==> src/rtl/perf_pkg.sv <==
// Shared constants and helpers for the performance counter bank.
package perf_pkg;

    localparam int PERF_MAX_CH      = 16;
    localparam int PERF_MODE_WRAP   = 0;
    localparam int PERF_MODE_SAT    = 1;
    localparam int PERF_DEFAULT_DIV = 1;

    // Address width that stays legal for a single-channel bank.
    function automatic int perf_addr_w(input int num_ch);
        return (num_ch > 1) ? $clog2(num_ch) : 1;
    endfunction

endpackage

==> src/rtl/perf_counter_bank_if.sv <==
// Configuration, event, read and overflow signals of the performance counter bank.
interface perf_counter_bank_if #(
    parameter int NUM_CH = 4,
    parameter int WIDTH  = 64,
    parameter int DIV_W  = 8
);
    import perf_pkg::*;

    localparam int AW = perf_addr_w(NUM_CH);

    logic              En;
    logic [NUM_CH-1:0] Event;
    logic [NUM_CH-1:0] Clr;
    logic              CfgWe;
    logic [AW-1:0]     CfgAddr;
    logic [DIV_W-1:0]  CfgDiv;
    logic              RdEn;
    logic [AW-1:0]     RdAddr;
    logic [WIDTH-1:0]  RdData;
    logic              RdValid;
    logic [NUM_CH-1:0] Ovf;

    modport master (
        output En, Event, Clr, CfgWe, CfgAddr, CfgDiv, RdEn, RdAddr,
        input  RdData, RdValid, Ovf
    );

    modport slave (
        input  En, Event, Clr, CfgWe, CfgAddr, CfgDiv, RdEn, RdAddr,
        output RdData, RdValid, Ovf
    );

endinterface

==> src/rtl/perf_counter_channel.sv <==
// One counter channel: event prescaler, counter with wrap/saturate, sticky overflow.
module perf_counter_channel
    import perf_pkg::*;
#(
    parameter int WIDTH    = 64,
    parameter int DIV_W    = 8,
    parameter int SATURATE = PERF_MODE_WRAP
) (
    input  logic             clk,
    input  logic             srst,
    input  logic             en,
    input  logic             evt,
    input  logic             clr,
    input  logic             cfg_hit,
    input  logic [DIV_W-1:0] div,
    output logic [WIDTH-1:0] count,
    output logic             ovf
);

    logic [DIV_W-1:0] pre_reg;
    logic [WIDTH-1:0] count_reg;
    logic             ovf_reg;

    always_ff @(posedge clk) begin
        if (srst) begin
            pre_reg   <= '0;
            count_reg <= '0;
            ovf_reg   <= 1'b0;
        end else if (clr) begin
            pre_reg   <= '0;
            count_reg <= '0;
            ovf_reg   <= 1'b0;
        end else if (cfg_hit) begin
            // New divisor restarts the prescaler; the coincident event is dropped.
            pre_reg <= '0;
        end else if (en && evt) begin
            if ((pre_reg + DIV_W'(1)) == div) begin
                pre_reg <= '0;
                if (&count_reg) begin
                    ovf_reg   <= 1'b1;
                    count_reg <= (SATURATE == PERF_MODE_SAT) ? count_reg : '0;
                end else begin
                    count_reg <= count_reg + WIDTH'(1);
                end
            end else begin
                pre_reg <= pre_reg + DIV_W'(1);
            end
        end
    end

    assign count = count_reg;
    assign ovf   = ovf_reg;

endmodule

==> src/rtl/perf_counter_bank.sv <==
// Bank of event counters with per-channel divisors and a registered read port.
module perf_counter_bank
    import perf_pkg::*;
#(
    parameter int NUM_CH   = 4,
    parameter int WIDTH    = 64,
    parameter int DIV_W    = 8,
    parameter int SATURATE = PERF_MODE_WRAP
) (
    input  logic               Clk,
    input  logic               Reset,
    perf_counter_bank_if.slave bus
);

    localparam int AW = perf_addr_w(NUM_CH);

    logic [WIDTH-1:0]  count [NUM_CH];
    logic [NUM_CH-1:0] ovf;
    logic [NUM_CH-1:0] cfg_hit;
    logic [WIDTH-1:0]  rd_data_reg;
    logic              rd_valid_reg;

    generate
        for (genvar gi = 0; gi < NUM_CH; gi++) begin : g_ch
            logic [DIV_W-1:0] div_reg;
            logic [DIV_W-1:0] div_eff;

            // An out-of-range CfgAddr never matches any channel index.
            assign cfg_hit[gi] = bus.CfgWe && (bus.CfgAddr == AW'(gi));
            assign div_eff     = (div_reg == '0) ? DIV_W'(1) : div_reg;

            always_ff @(posedge Clk) begin
                if (Reset) begin
                    div_reg <= DIV_W'(PERF_DEFAULT_DIV);
                end else if (cfg_hit[gi] && !bus.Clr[gi]) begin
                    div_reg <= bus.CfgDiv;
                end
            end

            perf_counter_channel #(
                .WIDTH    (WIDTH),
                .DIV_W    (DIV_W),
                .SATURATE (SATURATE)
            ) u_ch (
                .clk     (Clk),
                .srst    (Reset),
                .en      (bus.En),
                .evt     (bus.Event[gi]),
                .clr     (bus.Clr[gi]),
                .cfg_hit (cfg_hit[gi]),
                .div     (div_eff),
                .count   (count[gi]),
                .ovf     (ovf[gi])
            );
        end
    endgenerate

    // Samples the counters before this edge's update, so a read sees pre-clear values.
    always_ff @(posedge Clk) begin
        if (Reset) begin
            rd_data_reg  <= '0;
            rd_valid_reg <= 1'b0;
        end else begin
            rd_valid_reg <= bus.RdEn;
            if (bus.RdEn) begin
                rd_data_reg <= (int'(bus.RdAddr) < NUM_CH) ? count[bus.RdAddr] : '0;
            end
        end
    end

    assign bus.RdData  = rd_data_reg;
    assign bus.RdValid = rd_valid_reg;
    assign bus.Ovf     = ovf;

endmodule

==> src/flat_wrapper.sv <==
// flat-port wrapper written by rule: the top's interface ports become plain ports
module perf_counter_bank_flat import perf_pkg::*;
#(
    parameter int NUM_CH   = 4,
    parameter int WIDTH    = 64,
    parameter int DIV_W    = 8,
    parameter int SATURATE = PERF_MODE_WRAP
)
  (Clk, Reset, bus_En, bus_Event, bus_Clr, bus_CfgWe, bus_CfgAddr, bus_CfgDiv, bus_RdEn, bus_RdAddr, bus_RdData, bus_RdValid, bus_Ovf);
  perf_counter_bank_if #(.NUM_CH(NUM_CH), .WIDTH(WIDTH), .DIV_W(DIV_W)) bus_i ();
  input  logic Clk;
  input  logic Reset;
  input wire logic [$bits(bus_i.En)-1:0] bus_En;
  input wire logic [$bits(bus_i.Event)-1:0] bus_Event;
  input wire logic [$bits(bus_i.Clr)-1:0] bus_Clr;
  input wire logic [$bits(bus_i.CfgWe)-1:0] bus_CfgWe;
  input wire logic [$bits(bus_i.CfgAddr)-1:0] bus_CfgAddr;
  input wire logic [$bits(bus_i.CfgDiv)-1:0] bus_CfgDiv;
  input wire logic [$bits(bus_i.RdEn)-1:0] bus_RdEn;
  input wire logic [$bits(bus_i.RdAddr)-1:0] bus_RdAddr;
  output wire logic [$bits(bus_i.RdData)-1:0] bus_RdData;
  output wire logic [$bits(bus_i.RdValid)-1:0] bus_RdValid;
  output wire logic [$bits(bus_i.Ovf)-1:0] bus_Ovf;
  assign bus_i.En = bus_En;
  assign bus_i.Event = bus_Event;
  assign bus_i.Clr = bus_Clr;
  assign bus_i.CfgWe = bus_CfgWe;
  assign bus_i.CfgAddr = bus_CfgAddr;
  assign bus_i.CfgDiv = bus_CfgDiv;
  assign bus_i.RdEn = bus_RdEn;
  assign bus_i.RdAddr = bus_RdAddr;
  assign bus_RdData = bus_i.RdData;
  assign bus_RdValid = bus_i.RdValid;
  assign bus_Ovf = bus_i.Ovf;
  perf_counter_bank #(.NUM_CH(NUM_CH), .WIDTH(WIDTH), .DIV_W(DIV_W), .SATURATE(SATURATE)) u_core (.Clk(Clk), .Reset(Reset), .bus(bus_i));
endmodule
==> config.mk <==
export PLATFORM = sky130hd
export DESIGN_NAME = perf_counter_bank_flat
export DESIGN_NICKNAME = d
export VERILOG_FILES = /design/src/rtl/perf_pkg.sv /design/src/rtl/perf_counter_bank_if.sv /design/src/rtl/perf_counter_channel.sv /design/src/rtl/perf_counter_bank.sv /design/src/flat_wrapper.sv
export SDC_FILE = /design/constraint.sdc
export NUM_CORES = 1
export LEC_CHECK = 0
export BUFFER_PORTS_ARGS = -buffer_cell sky130_fd_sc_hd__buf_2
export CORE_ASPECT_RATIO = 1.2
export CORE_MARGIN = 2
export CORE_UTILIZATION = 30
export CTS_BUF_LIST = sky130_fd_sc_hd__clkbuf_4 sky130_fd_sc_hd__clkbuf_8 sky130_fd_sc_hd__clkbuf_16
export DETAILED_ROUTE_END_ITERATION = 16
export GPL_ROUTABILITY_DRIVEN = 0
export GPL_TIMING_DRIVEN = 0
export PLACE_DENSITY_LB_ADDON = 0.3
export SLEW_MARGIN = 20
export SYNTH_ARGS = -nofsm -noshare
export SYNTH_HDL_FRONTEND = slang
export SYNTH_SLANG_ARGS = --single-unit
==> constraint.sdc <==
create_clock -name Clk -period 3.6 [get_ports Clk]
set_clock_uncertainty 0.05 [all_clocks]
set_input_delay 0.72 -clock Clk [delete_from_list [all_inputs] [get_ports Clk]]
set_output_delay 0.72 -clock Clk [all_outputs]
set_load 0.03 [all_outputs]
-- Word level (Yosys, flattened, before mapping)
Index checks and enable logic that the tools add are counted.
- output and inout bits: 69
- logic and storage cells: 95
- register bits: 389
- muxes and demuxes: 15
- reduce and logical (&&, ||, !) cells: 41
- $add $sub $neg: 8
- magnitude comparators: 1
- eq/ne operators: 7
- bitwise operators: 5
- operators with widths (operator ; count):
    $mux 64 ; 6
    $reduce_and 67->1 ; 4
    $add 64x1->64 const B ; 4
    $reduce_and 64->1 ; 4
    $bmux 64 s2 ; 1
    $mux 8 ; 8
    $add 8x1->8 const B ; 4
    $eq 8x8->1 ; 4
    $logic_not 8->1 ; 4
    $logic_and 1x1->1 ; 12
    $reduce_and 3->1 ; 4
    $reduce_or 3->1 ; 4
    $reduce_or 2->1 ; 4
    $eq 2x2->1 const B ; 2
    $logic_not 1->1 ; 4
    $not 1->1 ; 4
    $ge 3x3->1 const B ; 1
    $not 2->3 ; 1
    $eq 2x1->1 const B ; 1
    $logic_not 2->1 ; 1

-- Logic depth before layout (Yosys ltp)
Gate-level depths: netlist of the first run.
- word-level depth: 4
- gate-level depth with buffers: 12
- gate-level depth less buffers: 8

-- Modules after synthesis
A second synthesis of the first run with hierarchy kept.
- cell total of the unflattened synthesis: 2540
- area, all modules: 22013.6 um2
- modules (own cells, without submodules) (module ; instances ; seq. area each (um2) ; cells each ; area an instance (um2)):
    perf_counter_channel at u_core.g_ch[0].u_ch ... ; 3 ; 1461.4 ; 507 ; 4110.2
    perf_counter_bank ; 1 ; 1941.9 ; 527 ; 5854.4
    perf_counter_channel at u_core.g_ch[3].u_ch ; 1 ; 1461.4 ; 492 ; 3828.7

-- Worst setup path before layout of the first run
Ideal clock, no wire load.
- path kind: reg-to-reg
- from: register u_core.g_ch[0].u_ch.pre_reg[0]
- to: register u_core.g_ch[0].u_ch.count_reg[56]
- setup slack: 527 ps
- cell stages (with the launch flop): 10
- required time: 3422 ps
- period minus slack after synthesis: 3073 ps
- arrival time: 2895 ps
- cells stage by stage: dfxtp_1 > ha_1 > nand3_2 > or3_1 > a221o_1 > or4_1 > buf_2 > or4_1 > xor2_1 > nor2_1
- word-level cells in the longest chain between the ends: 3
- ends and longest elaborated chain (what ; line ; source):
    start, declared ; perf_counter_channel.sv:20 ; logic [DIV_W-1:0] pre_reg;
    start signal, assigned ; perf_counter_channel.sv:46 ; pre_reg <= pre_reg + DIV_W'(1);
    $add 8x1->8 ; perf_counter_channel.sv:37 ; if ((pre_reg + DIV_W'(1)) == div) begin
    $eq 8x8->1 ; perf_counter_channel.sv:37 ;
    $reduce_and 3->1 (no line) ; n/a ;
    end signal, assigned ; perf_counter_channel.sv:41 ; count_reg <= (SATURATE == PERF_MODE_SAT) ? count_reg : '0;
    end signal, assigned ; perf_counter_channel.sv:43 ; count_reg <= count_reg + WIDTH'(1);
    end, declared ; perf_counter_channel.sv:21 ; logic [WIDTH-1:0] count_reg;
Every way passes these cells.
A chain may end at the register's enable or synchronous reset.

-- Final worst setup path of the first run
- from: register u_core.g_ch[2].u_ch.count_reg[36]
- to: register u_core.g_ch[2].u_ch.count_reg[59]
- word-level cells in the longest chain between the ends: 2
- elaborated cells on any way between the ends: 3
- those cells by class: add/sub: 1; mux: 1; reduce/logical: 1
- ends and longest elaborated chain (what ; line ; source):
    start, declared ; perf_counter_channel.sv:21 ;
    start signal, assigned ; perf_counter_channel.sv:41 ;
    start signal, assigned ; perf_counter_channel.sv:43 ;
    $add 64x1->64 or $reduce_and 64->1 (tied branches) ; perf_counter_channel.sv:43, perf_counter_channel.sv:39 ;
    $mux 64 (*) ; perf_counter_channel.sv:39 ; if (&count_reg) begin
Mark *: on every way between the ends. The rest lies on a longest branch, timed or not.

==> results.ini, run 1 <==
[run_status]
run_status=complete, no violations

[worst_setup_path]
cp.required_ns=4.00
r2r-start=u_core.g_ch[2].u_ch.count[36]
path_max_fanout=10
cp.arrival_ns=3.89
startpoint=u_core.g_ch[2].u_ch.count[36]
worstReg2RegEnd=u_core.g_ch[2].u_ch.count[59]
ff2ff_setup_slack_ns=0.10
crit_end=u_core.g_ch[2].u_ch.count[59]
critPathKind=reg2reg
r2r_cells=9
critPathLaunchType=flip-flop
endpoint_kind=flip-flop

[drt]
routed_wl_um=81790
drtIter0Drc=1819
wl_met1_um=32590
ant_nets=0
dr_wl_met3_um=5316
topRoutingLayerUsed=met5
wire_per_inst_um=23.01
vias=20178
met2_wirelength_um=38550
post-route-drc-count=0
dr.pass1.iters=7
viasPerCell=5.678

[pwr]
p_per_area_nw_per_um2=401.3
vdd.ir_drop.worst_mv=0.3863
p_leak_nw=7.639
p_total_mw=9.721

[yosys]
synth_edf_count=0
ys_types=82
synth_area_per_cell_um2=8.497
syn_area_um2=20900
yosys_warnings=0
syn_nets=2492
ys_seq_area_share_pct=37.27
ys_seq_elements=389
async_flop_share_pct=0
synthCells=2459
synth_flop_cell=dfxtp_1

[clock_network]
clkTransAtPathRegs_ns=0.07
clkLatencyLatePin_ns=0.59
cts_buffers=43
cts_tree=yes
clock_sinks=389
cts-root-buf=clkbuf_16
clock_path_buffers=3
htree_levels=2

[floorplan]
die-area_um2=71790
dieWidth_um=244.9
initial_core_util_pct=30.12
ios=94
rows=106
coreArea_um2=69360
die_height_um=293.1

[min_path]
hold_class=in2reg

[grt]
antenna_found_initial=2
grt_max_degree=14
grt_use_total_pct=22.39
grt_pass1_wl_um=121800
grt-ovfl-total=0
grt_pass1_vias=18919

[timing]
period_needed_ns=3.495
fmax_ghz=0.2861
hold_violations=0
relSlewSlack_pct=23.97
worstMarginPinSlew_ns=1.132
rsz0062_at_grt=true
slew_violations=0
setup_viol=0
period_share_pct=97.09

[final_layout]
areaGrowthSynthToFinish_pct=15.94
largest_reg_flops=256
final_util_pct=34.93
drive_gt1_share_pct=13.17
nets=2636
fin_cells=3554

[place]
detailed_place_hpwl_um=62890
io_buffer_count=90
placed_cells=3470

[job]
max_cap_violations=0

==> where the power goes <==
| part | switching, mW | internal, mW | total (mW) |
|---|---|---|---|
| registers | 0.0145 | 4.31 | 4.33 |
| clock network | 1.98 | 2.74 | 4.73 |
| logic | 0.501 | 0.166 | 0.667 |
==> routing by layer <==
metal / vias to the layer above / GRT usage (%)
met5: - / 0
met4: 2 / 12.73
met3: 218 / 3.270
met2: 706 / 37.44
met1: 9784 / 27.45
li1: 9468 / -
==> per-stage QoR <==
step / setup TNS (ns) / setup WS [ns] / hold slack, ns / instance area, um^2
2_1_floorplan: 0 / 0.5273 / 0.3880 / 20900
3_3_place_gp: -139.23 / -1.378 / 0.4138 / 22490
3_5_place_dp: -51.53 / -0.6368 / 0.4220 / 22560
4_1_cts: 0 / 0.02066 / 0.3478 / 24120
5_1_grt: -0.01147 / -0.008759 / 0.3712 / 24220
6_report: 0 / 0.1046 / 0.3744 / 24230
==> cell usage in the layout, fill, tap and decap left out, types with 17 or more instances in the layout <==
cell	count
nand2_1	228
o31ai_1	50
nand4_1	104
or3_1	66
nor2_1	247
dfxtp_1	389
a31oi_1	17
nor4_2	21
xnor2_1	96
buf_2	107
and2_1	37
o21ai_0	101
inv_1	29
and3_1	47
mux4_2	64
o21ai_1	19
and4_1	38
xor2_1	41
or4_1	76
clkbuf_16	44
nor4_1	51
mux2i_1	67
nand3_1	128
nor3_1	47
a21oi_1	189
clkbuf_1	88
==> cells in the mapped netlist (8+ instances only) <==
cell      number  area share (%)
and2_1        37             1.1
nand4b_1       9            0.38
a21oi_1      189             4.5
buf_2         14            0.34
inv_1         29            0.52
or4_1         76             2.7
nand3b_1       8            0.29
nor2_1       249             4.5
ha_1           8            0.48
dfxtp_1      389              37
xor2_1        41             1.7
nor3_1        52             1.2
nor4_1        56             1.7
mux4_2        64             6.9
nor4_2        18             1.1
nand2_1      228             4.1
clkbuf_1     103             1.9
o21ai_0      101             2.4
buf_1         16            0.29
nor2b_1       12            0.36
or3_1         66             2.0
nor4b_1        8            0.34
xnor2_1       96             4.0
and4_1        38             1.6
or2_2         14            0.42
mux2i_1       67             3.2
nand4_1      104             3.1
o21ai_1       20            0.48
and3_1        48             1.4
nand3_1      129             3.1
o31ai_1       52             1.9
a31oi_1       17            0.51
==> area by class of cell <==
cell class	count	area, um^2
Tap cell	918	1149
Fill cell	7317	45140
Buffer	137	583.1
Clock buffer	58	1256
Clock inverter	18	217.7
Inverter	30	112.6
Antenna cell	2	5.005
Sequential cell	389	7787
Timing Repair Buffer	102	550.5
Multi-Input combinational cell	1900	12560
==> logic make-up after synthesis <==
kind of cell             share of synthesized area (%)
XOR/XNOR                                         5.743
AO/OA/AOI/OAI                                    12.26
adder cells (fa/ha/maj)                         0.4791
buffers and inverters                            3.281
multiplexers                                     10.27
flip-flops                                       37.27
AND/OR/NAND/NOR                                  30.69
==> critical path, stage by stage (launching register included) <==
cell      delay, ns
dfxtp_1        0.48
and3_1         0.27
nand3_1        0.13
clkbuf_1       0.24
or4_1          0.61
nor4_1         0.41
nor2_1         0.23
nand3_1        0.24
clkbuf_1       0.53
o31ai_1        0.16
==> what timing repair did <==
item	CTS	global route
pin swaps	2	2
endpoints found under the setup margin	148	141
hold buffers	0	0
setup buffers	4	5
resized for setup	16	26
==> how the worst min path moves through the flow <==
stage                            start                   endpoint  cells past startpoint
3_5_place_dp   u_core.g_ch[1].u_ch.ovf    u_core.g_ch[1].u_ch.ovf                      1
5_1_grt                  bus_CfgDiv[3]  u_core.g_ch[2].div_reg[3]                      3
4_1_cts                  bus_CfgDiv[1]  u_core.g_ch[1].div_reg[1]                      3
2_1_floorplan  u_core.g_ch[0].u_ch.ovf    u_core.g_ch[0].u_ch.ovf                      2
3_3_place_gp   u_core.g_ch[1].u_ch.ovf    u_core.g_ch[1].u_ch.ovf                      1
6_report                 bus_CfgDiv[7]  u_core.g_ch[1].div_reg[7]                      3
Power figures use the tool's default switching activity.
==> run 2: changes to the inputs <==
Settings changed: CORE_UTILIZATION 30 to 25, RECOVER_POWER set to 100.
==> results.ini, run 2 (synthesis results as in run 1) <==
[run_status]
run_status=complete, no violations

[pwr]
p_seq_share_pct=43.1  ; -1.4 points
p_switching_mw=2.520  ; +0.82%
p_leak_nw=7.437  ; -2.7%
vdd.ir_drop.worst_mv=0.2975  ; -23%
p_per_area_nw_per_um2=408.9  ; +1.9%
p_int_mw=7.527  ; +4.2%
power_frac_clock_pct=50.2  ; +1.6 points
pwr-share-comb_pct=6.7  ; -0.2 points
switching_share_pct=25.09  ; -0.63 points

[place]
placed_cells=3673  ; +5.9%
io_buffer_count=90  ; unchanged
dpl_worst_slack_ns=-1.009  ; -0.3719 ns
detailed_place_hpwl_um=64070  ; +1.9%

[worst_setup_path]
cp.required_ns=4.05  ; +0.05 ns
crit_chain=ha_2 > nand3_2 > or3_1 > a221o_1 > or4_1 > buf_2 > nor3_4 > a21oi_1 > a311oi_1
cp_slowest_cell=nor3_4
cp.arrival_ns=3.95  ; +0.06 ns
critPathKind=reg2reg
crit_path_max_incr_delay_ns=0.55  ; -0.06 ns
critPathLaunchType=flip-flop
critical_path_buf_inv_count=1  ; -1
path_max_fanout=9  ; -1
critPathTopFamily=simple AND/OR/NAND/NOR gates
endpoint_kind=flip-flop

[clock_network]
clock_sinks=389  ; unchanged
holdBufCountCts=0  ; unchanged
htree_levels=2  ; unchanged
clkTransAtPathRegs_ns=0.06  ; about the same
clock_path_buffers=3  ; unchanged
cts_buffers=45  ; +4.7%
cts-root-buf=clkbuf_16
clkLatencyLatePin_ns=0.60  ; about the same
cts_tree=yes

[floorplan]
initial_core_util_pct=25.12  ; -5.0 points
die_height_um=320.7  ; +9.4%
dieWidth_um=267.9  ; +9.4%
coreArea_um2=83160  ; +20%
die-area_um2=85920  ; +20%
ios=94  ; unchanged
rows=116  ; +9.4%

[timing]
rsz0062_at_grt=true
setup_ws_ns=0.1057  ; +0.001026 ns
period_share_pct=97.07  ; about the same
slew_violations=0  ; unchanged
tns_ns=0  ; unchanged
worstMarginPinSlew_ns=1.248  ; +0.1158 ns
period_needed_ns=3.494  ; -0.001026 ns
relSlewSlack_pct=16.83  ; -7.1 points
hold_violations=0  ; unchanged
fmax_ghz=0.2862  ; about the same
setup_viol=0  ; unchanged

[drt]
wire_per_inst_um=22.00  ; -4.4%
vias=20211  ; +0.16%
post-route-drc-count=0  ; unchanged
dr.pass1.iters=5  ; -2
drtIter0Drc=1692  ; -7.0%
ant_nets=0  ; unchanged
viasPerCell=5.365  ; -5.5%
routed_wl_um=82870  ; +1.3%

[grt]
antenna_found_initial=2  ; unchanged
grt_pass1_wl_um=122800  ; +0.76%
grt_max_degree=14  ; unchanged
grt_use_total_pct=18.90  ; -3.5 points
grt-ovfl-total=0  ; unchanged
grt_pass1_vias=18849  ; -0.37%

[final_layout]
areaGrowthSynthToFinish_pct=17.60
nets=2644  ; +0.30%
drive_gt1_share_pct=10.85  ; -2.3 points
antenna-diode-count=0  ; -2
final_common_cell=dfxtp_1
layout_common_cells=dfxtp_1, nor2_1, nand2_1, a21oi_1, clkbuf_1
fin_cells=3767  ; +6.0%
largest_reg_flops=256  ; unchanged

[job]
max_cap_violations=0  ; unchanged

[min_path]
hold_class=in2reg

## run 2: changes by cell type in the layout (fill, tap and decap cells not counted), moves of 3 or more
cell	change
clkbuf_2	+11
clkinvlp_4	-3
clkbuf_1	+73
o21ai_1	-8
and2_0	+3
and2_1	-3
clkbuf_8	+6
o21ai_0	+7
buf_2	-82
## run 2: tightest hold or removal path, cell delays in order
cell and delay, ns:
buf_2 0.13, nand2_1 0.06, nand3b_1 0.07
## run 2: layout make-up
| type | count | area (um^2) |
|---|---|---|
| buffer | 137 | 578.1 |
| clock buffer | 63 | 1349 |
| clock inverter | 19 | 257.7 |
| fill | 8920 | 58590 |
| inverter | 30 | 112.6 |
| multi-input combinational | 1900 | 12590 |
| sequential | 389 | 7787 |
| tap | 1121 | 1403 |
| timing repair buffer | 108 | 500.5 |
## run 2: final timing paths
check / from / end / slack (ns) / depth (start not counted)
worst min-delay path: bus_CfgDiv[0] / u_core.g_ch[0].div_reg[0] / 0.38 / 3
worst min register to register: u_core.g_ch[1].u_ch.ovf / u_core.g_ch[1].u_ch.ovf / 0.42 / 1
worst max register to register: u_core.g_ch[0].u_ch.pre_reg[0] / u_core.g_ch[0].u_ch.count[6] / 0.11 / 9
worst max-delay path: u_core.g_ch[0].u_ch.pre_reg[0] / u_core.g_ch[0].u_ch.count[6] / 0.11 / 9
## run 2: metrics by stage
stage	hold WS, ns	cell area, um^2	utilization (%)	total power, mW
floorplan	0.3880	20900	-	4.785
global placement	0.4015	22750	27.35	5.064
detailed placement	0.4119	22810	27.43	5.062
CTS	0.3553	24560	29.54	10.14
global route	0.3674	24570	29.55	10.35
finish	0.3805	24570	29.55	10.05
## run 2: repair_timing
action | 4_1_cts | 5_1_grt
buffers inserted | 11 | 4
pin swaps | 4 | 2
setup endpoints to repair | 177 | 172
resized for setup | 16 | 31
## run 2: power by group through the flow
stage | Clock (mW) | Combinational, mW | Sequential, mW
CTS | 5.14 | 0.664 | 4.33
floorplan | 0 | 0.362 | 4.42
detailed placement | 0 | 0.636 | 4.43
finish | 5.04 | 0.678 | 4.33
global route | 5.31 | 0.710 | 4.33
global placement | 0 | 0.638 | 4.43
## run 2: layer usage
metal,share of wire (%),wire (um),vias to the layer above,track usage [%]
met3,6.3,5240,206,2.702
met5,0.019,16,-,0
met2,46,37970,744,30.53
met4,6.5,5384,2,10.97
met1,41,34260,9772,23.93
li1,-,-,9487,-
